===== config.mk =====
export PLATFORM = sky130hd
export DESIGN_NAME = fft_readout_unit
export DESIGN_NICKNAME = d
export VERILOG_FILES = /design/src/rtl/fft_pkg.sv /design/src/rtl/fft_out_fifo.sv /design/src/rtl/fft_readout_unit.sv
export SDC_FILE = /design/constraint.sdc
export NUM_CORES = 2
export LEC_CHECK = 0
export CAP_MARGIN = 20
export CORE_MARGIN = 2
export CORE_UTILIZATION = 50
export CTS_CLUSTER_SIZE = 10
export DETAILED_ROUTE_END_ITERATION = 10
export PLACE_DENSITY_LB_ADDON = 0.25
export REMOVE_ABC_BUFFERS = 1
export SLEW_MARGIN = 40
export SYNTH_ARGS = -nofsm -noshare
export SYNTH_HDL_FRONTEND = slang
export SYNTH_SLANG_ARGS = --single-unit
export TNS_END_PERCENT = 30

===== constraint.sdc =====
create_clock -name clk -period 12.2 [get_ports clk]
set_clock_uncertainty 0.05 [all_clocks]
set_input_delay 3.05 -clock clk [delete_from_list [all_inputs] [get_ports clk]]
set_output_delay 3.05 -clock clk [all_outputs]
set_load 0.02 [all_outputs]

===== src/rtl/fft_pkg.sv =====
// fft_pkg: shared constants for the FFT readout path, readout FSM encoding
// and the squared-magnitude helper.
package fft_pkg;
  localparam int N_POINTS   = 1024;
  localparam int ADDR_W     = 10;
  localparam int OUT_BINS   = 512;
  localparam int DATA_W     = 16;
  localparam int RD_LAT     = 2;
  localparam int FIFO_DEPTH = 4;
  localparam int MAG_W      = 2*DATA_W;
  localparam int BIN_W      = ADDR_W-1;

  localparam logic [1:0] ST_IDLE  = 2'd0;
  localparam logic [1:0] ST_READ  = 2'd1;
  localparam logic [1:0] ST_DRAIN = 2'd2;
  localparam logic [1:0] ST_DONE  = 2'd3;

  // re^2 + im^2; worst case (-2^15)^2 * 2 = 2^31 still fits MAG_W unsigned.
  function automatic logic [MAG_W-1:0] mag_sq(input logic [DATA_W-1:0] re,
                                              input logic [DATA_W-1:0] im);
    logic signed [MAG_W-1:0] re_x, im_x;
    re_x = {{DATA_W{re[DATA_W-1]}}, re};
    im_x = {{DATA_W{im[DATA_W-1]}}, im};
    return $unsigned(re_x * re_x) + $unsigned(im_x * im_x);
  endfunction
endpackage


===== src/rtl/fft_out_fifo.sv =====
// fft_out_fifo: small synchronous FIFO with occupancy count; rst_n flushes
// pointers and storage so the head word reads as zero after reset.
module fft_out_fifo #(
  parameter int WIDTH = 8,
  parameter int DEPTH = 4,
  localparam int PTR_W = $clog2(DEPTH),
  localparam int CNT_W = $clog2(DEPTH+1)
) (
  input  logic             clk,
  input  logic             rst_n,
  input  logic             push,
  input  logic [WIDTH-1:0] wdata,
  input  logic             pop,
  output logic [WIDTH-1:0] rdata,
  output logic [CNT_W-1:0] count,
  output logic             empty
);
  logic [WIDTH-1:0] r_mem [DEPTH];
  logic [PTR_W-1:0] r_wp, r_rp;
  logic [CNT_W-1:0] r_cnt;

  function automatic logic [PTR_W-1:0] nxt(input logic [PTR_W-1:0] p);
    return (p == PTR_W'(DEPTH-1)) ? '0 : p + PTR_W'(1);
  endfunction

  // Pointer/count update; simultaneous push and pop leaves the count unchanged.
  always_ff @(posedge clk) begin
    if (!rst_n) begin
      for (int i = 0; i < DEPTH; i++) r_mem[i] <= '0;
      r_wp  <= '0;
      r_rp  <= '0;
      r_cnt <= '0;
    end else begin
      if (push) begin
        r_mem[r_wp] <= wdata;
        r_wp        <= nxt(r_wp);
      end
      if (pop) r_rp <= nxt(r_rp);
      if (push && !pop)      r_cnt <= r_cnt + CNT_W'(1);
      else if (pop && !push) r_cnt <= r_cnt - CNT_W'(1);
    end
  end

  assign rdata = r_mem[r_rp];
  assign count = r_cnt;
  assign empty = (r_cnt == '0);

  // The producer's credit scheme must never push into a full FIFO.
  a_no_overflow: assert property (@(posedge clk) disable iff (!rst_n)
                                  !(push && !pop && r_cnt == CNT_W'(DEPTH)));
endmodule


===== src/rtl/fft_readout_unit.sv =====
// fft_readout_unit: reads bins 0..OUT_BINS-1 of the final FFT bank, streams
// re^2+im^2 over valid/ready. Define PEAK_DETECT_EN to add peak_mag_o and
// peak_bin_o (largest non-DC bin, lower bin wins on ties).
module fft_readout_unit
  import fft_pkg::*;
(
  input  logic              clk,
  input  logic              rst_n,
  input  logic              start_i,
  input  logic              bank_i,
  output logic              rd_en_o,
  output logic [ADDR_W-1:0] rd_addr_o,
  output logic              rd_memsel_o,
  input  logic [DATA_W-1:0] rd_re_i,
  input  logic [DATA_W-1:0] rd_im_i,
  output logic              valid_o,
  input  logic              ready_i,
  output logic [MAG_W-1:0]  mag_o,
  output logic [BIN_W-1:0]  bin_o,
  output logic              last_o,
  output logic              busy_o,
  output logic              done_o
`ifdef PEAK_DETECT_EN
  ,
  output logic [MAG_W-1:0]  peak_mag_o,
  output logic [BIN_W-1:0]  peak_bin_o
`endif
);
  localparam int CNT_W = $clog2(FIFO_DEPTH+1);
  localparam int OCC_W = $clog2(FIFO_DEPTH+RD_LAT+2);
  localparam int ENT_W = 1 + BIN_W + MAG_W;
  localparam logic [BIN_W-1:0] LAST_BIN = BIN_W'(OUT_BINS-1);

  logic [1:0]        r_state;
  logic [BIN_W-1:0]  r_cnt;       // next address to issue
  logic [BIN_W-1:0]  r_wr_bin;    // bin tag of the next word to arrive
  logic [RD_LAT:0]   r_vld_pipe;  // [0] = rd_en_o, [RD_LAT] = data arriving now
  logic [ADDR_W-1:0] r_rd_addr;
  logic              r_memsel;

  logic              w_push, w_pop, w_empty, w_credit, w_issue;
  logic [BIN_W-1:0]  w_issue_addr;
  logic [CNT_W-1:0]  w_fifo_cnt;
  logic [OCC_W-1:0]  w_occ;
  logic [ENT_W-1:0]  w_wdata, w_rdata;

  // Reads not yet handed downstream: FIFO entries plus every pipeline stage,
  // including the word being pushed this cycle.
  always_comb begin
    w_occ = OCC_W'(w_fifo_cnt);
    for (int i = 0; i <= RD_LAT; i++) w_occ = w_occ + OCC_W'(r_vld_pipe[i]);
  end

  // A pop this cycle frees a slot, which keeps 1 beat/cycle with ready held high.
  assign w_pop        = valid_o && ready_i;
  assign w_credit     = w_occ < (OCC_W'(FIFO_DEPTH) + OCC_W'(w_pop));
  assign w_issue_addr = (r_state == ST_IDLE) ? '0 : r_cnt;
  // The first read goes out on the start edge so rd_en_o rises one cycle later.
  assign w_issue      = w_credit && ((r_state == ST_IDLE && start_i) || r_state == ST_READ);
  assign w_push       = r_vld_pipe[RD_LAT];
  assign w_wdata      = {(r_wr_bin == LAST_BIN), r_wr_bin, mag_sq(rd_re_i, rd_im_i)};

  // Readout FSM, read issue and arrival tagging.
  always_ff @(posedge clk) begin
    if (!rst_n) begin
      r_state    <= ST_IDLE;
      r_cnt      <= '0;
      r_wr_bin   <= '0;
      r_vld_pipe <= '0;
      r_rd_addr  <= '0;
      r_memsel   <= 1'b0;
    end else begin
      r_vld_pipe <= {r_vld_pipe[RD_LAT-1:0], w_issue};
      if (w_push) r_wr_bin <= r_wr_bin + BIN_W'(1);
      case (r_state)
        ST_IDLE: if (start_i) begin
          r_state  <= ST_READ;
          r_memsel <= bank_i;
          r_cnt    <= '0;
          r_wr_bin <= '0;
        end
        ST_READ:  if (w_issue && w_issue_addr == LAST_BIN) r_state <= ST_DRAIN;
        ST_DRAIN: if (w_pop && last_o) r_state <= ST_DONE;
        default:  r_state <= ST_IDLE;
      endcase
      if (w_issue) begin
        r_rd_addr <= {1'b0, w_issue_addr};
        if (w_issue_addr != LAST_BIN) r_cnt <= w_issue_addr + BIN_W'(1);
      end
    end
  end

  fft_out_fifo #(.WIDTH(ENT_W), .DEPTH(FIFO_DEPTH)) u_fifo (
    .clk   (clk),
    .rst_n (rst_n),
    .push  (w_push),
    .wdata (w_wdata),
    .pop   (w_pop),
    .rdata (w_rdata),
    .count (w_fifo_cnt),
    .empty (w_empty)
  );

  assign rd_en_o             = r_vld_pipe[0];
  assign rd_addr_o           = r_rd_addr;
  assign rd_memsel_o         = r_memsel;
  assign valid_o             = !w_empty;
  assign {last_o, bin_o, mag_o} = w_rdata;
  assign busy_o              = (r_state == ST_READ) || (r_state == ST_DRAIN);
  assign done_o              = (r_state == ST_DONE);

`ifdef PEAK_DETECT_EN
  logic [MAG_W-1:0] r_peak_mag;
  logic [BIN_W-1:0] r_peak_bin;

  // Strict compare over ascending bins keeps the lower bin on ties; DC skipped.
  always_ff @(posedge clk) begin
    if (!rst_n || (r_state == ST_IDLE && start_i)) begin
      r_peak_mag <= '0;
      r_peak_bin <= '0;
    end else if (w_pop && bin_o != '0 && mag_o > r_peak_mag) begin
      r_peak_mag <= mag_o;
      r_peak_bin <= bin_o;
    end
  end

  assign peak_mag_o = r_peak_mag;
  assign peak_bin_o = r_peak_bin;
`endif
endmodule


---- Word-level counts from Yosys, hierarchy flattened ----
Memory sizes are Yosys's and may differ from the RTL's. A register that Yosys moved wholly into a read port is not among the register bits.
Index checks and enable logic that the tools add are counted.
word-level totals
  word-level logic and storage cells ...... 78
  RAM bits ................................ 168
  output and inout bits ................... 57
  flip-flop bits (word level) ............. 40
  memories ................................ 1
cells by class
  $mul .................................... 2
  mux-type cells .......................... 25
  $add $sub $neg .......................... 11
  reduce and logical (&&, ||, !) cells .... 18
  order comparisons ....................... 1
  equality and inequality tests ........... 11
memory list
  memory        words  width  read ports  clocked after Yosys merged registers in  wr ports  RTL line            source
  u_fifo.r_mem  4      42     1           1                                        4         fft_out_fifo.sv:18  logic [WIDTH-1:0] r_mem [DEPTH];
operators by type and width
  kind                                                                 number
  9-bit 2-to-1 mux                                                     8
  16-bit by 16-bit multiplier with 32-bit output                       2
  42-bit 2-to-1 mux                                                    1
  42-bit OR reduction                                                  1
  32-bit adder                                                         1
  9-bit by 1-bit adder with 9-bit output (second input constant)       2
  9-bit == test (second input constant)                                2
  2-bit 2-to-1 mux                                                     8
  3-bit by 1-bit adder with 3-bit output                               3
  9-bit inequality test (second input constant)                        1
  2-bit == test (second input constant)                                4
  1-bit logical AND                                                    7
  3-bit 2-to-1 mux                                                     2
  2-bit one-hot mux with 3 select lines                                1
  1-bit 2-to-1 mux                                                     5
  2-bit by 1-bit adder with 2-bit output (second input constant)       2
  2-bit inequality test (second input constant)                        2
  3-bit by 1-bit adder with 3-bit output (first input constant)        1
  3-bit by 1-bit adder with 3-bit output (second input constant)       1
  1-bit zero test                                                      3
  3-bit zero test                                                      1
  3-bit less-than comparator                                           1
  3-bit AND reduction                                                  1
  3-bit by 1-bit subtractor with 3-bit output (second input constant)  1
  6 further kinds                                                      7

---- Depth between registers and ports, before layout ----
  depth in word-level cells ............... 9
  gate-level depth with buffers ........... 25
  gate-level depth less buffers ........... 23

---- Cells and area by module ----
A second synthesis with hierarchy kept.
unflattened totals
  cells, all modules ...................... 2479
  area, all modules ....................... 26877.0 um2
modules (own cells, without submodules)
  module            area an instance (um2)  cells an instance  sequential area each (um2)  instances
  fft_readout_unit  19135.9                 2021               660.6                       1
  fft_out_fifo      7741.2                  458                5225.0                      1

---- Least setup slack after synthesis ----
No wires, ideal clock.
  path type ............................... input port to flip-flop
  from .................................... input port rd_im_i[15]
  to ...................................... memory u_fifo.r_mem[1][30] in the netlist's numbering (data pin)
  setup slack ............................. 2.196 ns
  stages on the path ...................... 21
  required time ........................... 11.992 ns
  setup time .............................. 0.158 ns
  arrival ................................. 9.796 ns
  buffers on the path ..................... 2
  cell sequence ........................... clkbuf_1 -> clkbuf_1 -> nand2_1 -> fa_1 -> fa_1 -> inv_1 -> fa_1 -> fa_1 -> fa_1 -> fa_1 -> fa_1 -> inv_1 -> fa_1 -> inv_1 -> ha_1 -> and4_1 -> and3_1 -> and2_1 -> a22oi_4 -> mux2_2 -> nor3_1
RTL lines
  what         RTL line                source
  from (decl)  fft_readout_unit.sv:15  input logic [DATA_W-1:0] rd_im_i,
  to (decl)    fft_out_fifo.sv:18

==> impl_summary.log <==
[metrics] I/O Pins: 94
[metrics] number of buffers inserted to repair setup after CTS: 0
[metrics] launching element type of the critical path: input pin
[metrics] # diodes: 0
[metrics] endpoints failing hold: 0
[metrics] Critical Path Slowest Stage Cell: clkdlybuf4s50_1
[metrics] remaining antenna violation count after routing: 0
[metrics] start point of the critical path: rd_re_i[15]
[metrics] post-synth top area cell: fa_1
[metrics] Initial Util: about half
[metrics] maximum number of pins on one net before global-route repair: 43
[metrics] shortest clock period the worst path allows after layout: approximately 11 ns
[metrics] total via count after detailed routing: ~17k
[metrics] final WL: 60690 µm
[metrics] Die ar.: 55480 µm²
[metrics] outcome: finished, final reports clean
[metrics] post-synth cell types: 74
[metrics] fraction of layout instances using a drive strength above 1: under 10%
[metrics] number of filler instances in the final layout: about 4.6k
[metrics] Critical R2R Launch: u_fifo.count[0]$_SDFFE_PN0P_
[metrics] synthesized instance count: around 2.5k
[metrics] buffer levels on the longest clock path: 3
[metrics] total grt overflow: 0
[metrics] wire length per cell: around 19 µm
[metrics] max cap viols: 0
[metrics] Max Fanout on Critical Path: 14
[metrics] critical path's largest stage delay: 0.86 ns
[metrics] Slew Limit Fails: 0
[metrics] last weighted congestion value of the routability-driven placer: 0.9329
[metrics] kind of end point of the critical path: flop
[metrics] floorplan die width: approximately 240 µm
[metrics] kind of cell adding the most delay to the critical path: adder cells
[metrics] Placement Rows: 84
[metrics] path type of the worst min-delay path: flop to flop
[metrics] vias in the first global route: 19.63k
[metrics] relative area change from synthesis to final layout: 9.013%
[metrics] share of flip-flops with an asynchronous set or reset after synthesis: 0%
[metrics] Core Footprint: about 53000 µm²
[metrics] slack of the worst reg-to-reg path: between 8 and 9 ns
[metrics] final setup vio count: 0
[metrics] clock sink total: between 200 and 250
[metrics] commonest cells after routing, fill and taps aside: inv_1 (643), fa_1 (523), edfxtp_1 (168), nand2_1 (164), ha_1 (163)
[metrics] final routed DRC violation total: 0
[metrics] post-synthesis instance area: ~27000 µm²
[metrics] overall die height: around 240 µm
[metrics] RSZ-0062 raised after global routing: false
[metrics] Critical Setup Path Class: input pin to flop
[metrics] CP Cell Sequence: clkdlybuf4s50_1 > nand2_1 > inv_1 > fa_1 > fa_1 > fa_1 > inv_1 > fa_1 > inv_1 > fa_1 > fa_1 > fa_1 > inv_1 > fa_1 > inv_1 > ha_1 > a21oi_1 > o21ai_0 > a31oi_1 > a31oi_1 > or4_1 > nand2_1
[metrics] count of hold-fix buffers inserted at cts: 0
[metrics] Detail Placement HPWL: around 50000 µm
[metrics] Port Buffer Count: 92
[metrics] Clock Latency Late Sink: 0.50 ns
[metrics] number of enable-type register cells in the synthesized netlist: approximately 170
[metrics] data arrival time of the worst path: approximately 11 ns
[metrics] first-pass GRT wire length: 101800 µm
[metrics] Crit path buffers/inverters: 6
[metrics] Layout Cell Area excl Fill: 29220 µm²
[metrics] first-pass iteration count of the detailed router: 5
[metrics] clock tree from TritonCTS: built
[metrics] Total GRT Usage: between 20% and 30%
[metrics] worst slew margin relative to its limit: between 40 and 50%
[metrics] hold wc startpoint: rd_memsel_o$_SDFFE_PN0P_
[metrics] placed cell area: about 29000 µm²
[metrics] Worst-Margin Slew: ~0.86 ns
[metrics] htree depth: 1
[metrics] setup TNS after final layout: 0 ns
[metrics] clock input transition at the sequential cells of the worst setup and hold paths: around 0.06 ns
[metrics] most common cell after layout, fill and taps aside: inv_1
[metrics] achievable clock frequency: approximately 93 MHz
[metrics] via/cell ratio: between 5 and 6
[metrics] part of the cycle the worst path needs: between 80% and 90%
[metrics] TritonCTS Buffers: 24
[metrics] data required time of the worst path: between 10 and 15 ns
[metrics] proportion of synthesized chip area in sequential cells: a little over a fifth
[metrics] synth warn: 0
[metrics] top cell type's share of synthesized area: 39.06%
[metrics] initial antenna violation count: 0
[metrics] most used cell, CP: fa_1
[metrics] number of gates resized after cts: 0
[metrics] synth top area cells: fa_1 (39%), edfxtp_1 (19%), inv_1 (9.0%)
[metrics] most used flip-flop cell after synthesis: edfxtp_1
[metrics] number of nets in the layout: about 3.3k
[metrics] number of flip-flops and latches in the synthesized netlist: 210
[metrics] per-instance average area after synthesis: around 11 µm²
[metrics] initial DRC count: just under 1k
[metrics] clock root cell: clkbuf_16
[cell usage after synthesis (4+ instances only)]
master,number
clkbuf_1,70
or4_1,4
o211ai_1,6
buf_1,7
xnor2_1,36
nand3_1,20
fa_1,523
dfxtp_1,42
mux4_2,42
a211o_1,6
buf_2,4
nand2b_1,6
nor3_1,17
a21o_1,15
o21a_1,6
a211oi_1,8
nor3b_1,9
xor2_1,12
mux2i_1,12
inv_1,643
nand4_1,8
and4_1,4
nand2_1,168
a21oi_1,40
a31oi_1,4
and2_1,107
nor2b_1,17
nor2_1,160
or2_2,5
ha_1,163
nand3b_1,7
and3_1,55
a31o_2,5
o21ai_0,30
or3_1,10
edfxtp_1,168
[kinds of logic after synthesis]
kind of cell | share of synthesized area [%]
AOI/OAI and AO/OA | 4.275
xor gates and xnor gates | 1.802
adders and majority gates | 46.67
DFF | 21.96
buffers and inverters | 10.25
muxes | 4.103
other | 0.01399
and+or+nand+nor | 10.94
[final cells by class]
class	count	area, µm²	share of cell area (%)
clock buffer	42	689.4	2.359
timing repair buffer	126	1165	3.986
multi-input combinational	1557	18190	62.26
tap	688	860.8	2.946
sequential	210	5889	20.15
inverter	646	2425	8.298
[metal layers]
layer	GRT usage (%)	vias to the layer above	share of wire, %
met1	30.25	8965	42
met3	1.782	118	4.5
met2	40.53	490	50
met5	0	-	0
met4	6.852	0	3.2
li1	-	7834	-
[final timing paths]
path / end / cells past startpoint
max: u_fifo.r_mem[1][31]$_SDFFCE_PN0P_ / 22
min: rd_memsel_o$_SDFFE_PN0P_ / 2
max reg2reg: r_cnt[7]$_SDFF_PN0_ / 10
min reg2reg: rd_memsel_o$_SDFFE_PN0P_ / 2
[state kept, by name, summed over array words and instances, names as in the netlist, 2 cells and up, named ones only]
signal,flops
r_cnt,8
u_fifo.r_mem,168
u_fifo.r_wp,2
u_fifo.count,3
r_wr_bin,9
r_state,2
u_fifo.r_rp,2
r_vld_pipe,3
rd_addr_o,9
[per-stage QoR]
step / setup WS, ns / hold slack [ns] / std cells / util, %
after floorplan: 2.483 / 0.4078 / 2413 / -
after global placement: 1.197 / 0.3972 / 3227 / 54.09
after detailed placement: 0.9828 / 0.4017 / 3227 / 54.09
after CTS: 1.521 / 0.4092 / 3269 / 55.40
after global routing: 1.169 / 0.4303 / 3269 / 55.39
final: 1.496 / 0.4062 / 3269 / 55.39
[tightest hold or removal path, delay by kind of cell, from the launching register on]
family	cells	cell delay (ns)
flip-flops	1	0.30
AND/OR/NAND/NOR	1	0.05
AO/OA/AOI/OAI	1	0.05
Power is not shown: default switching activity piles up to over one toggle a cycle in this logic, so the estimate is an artifact.
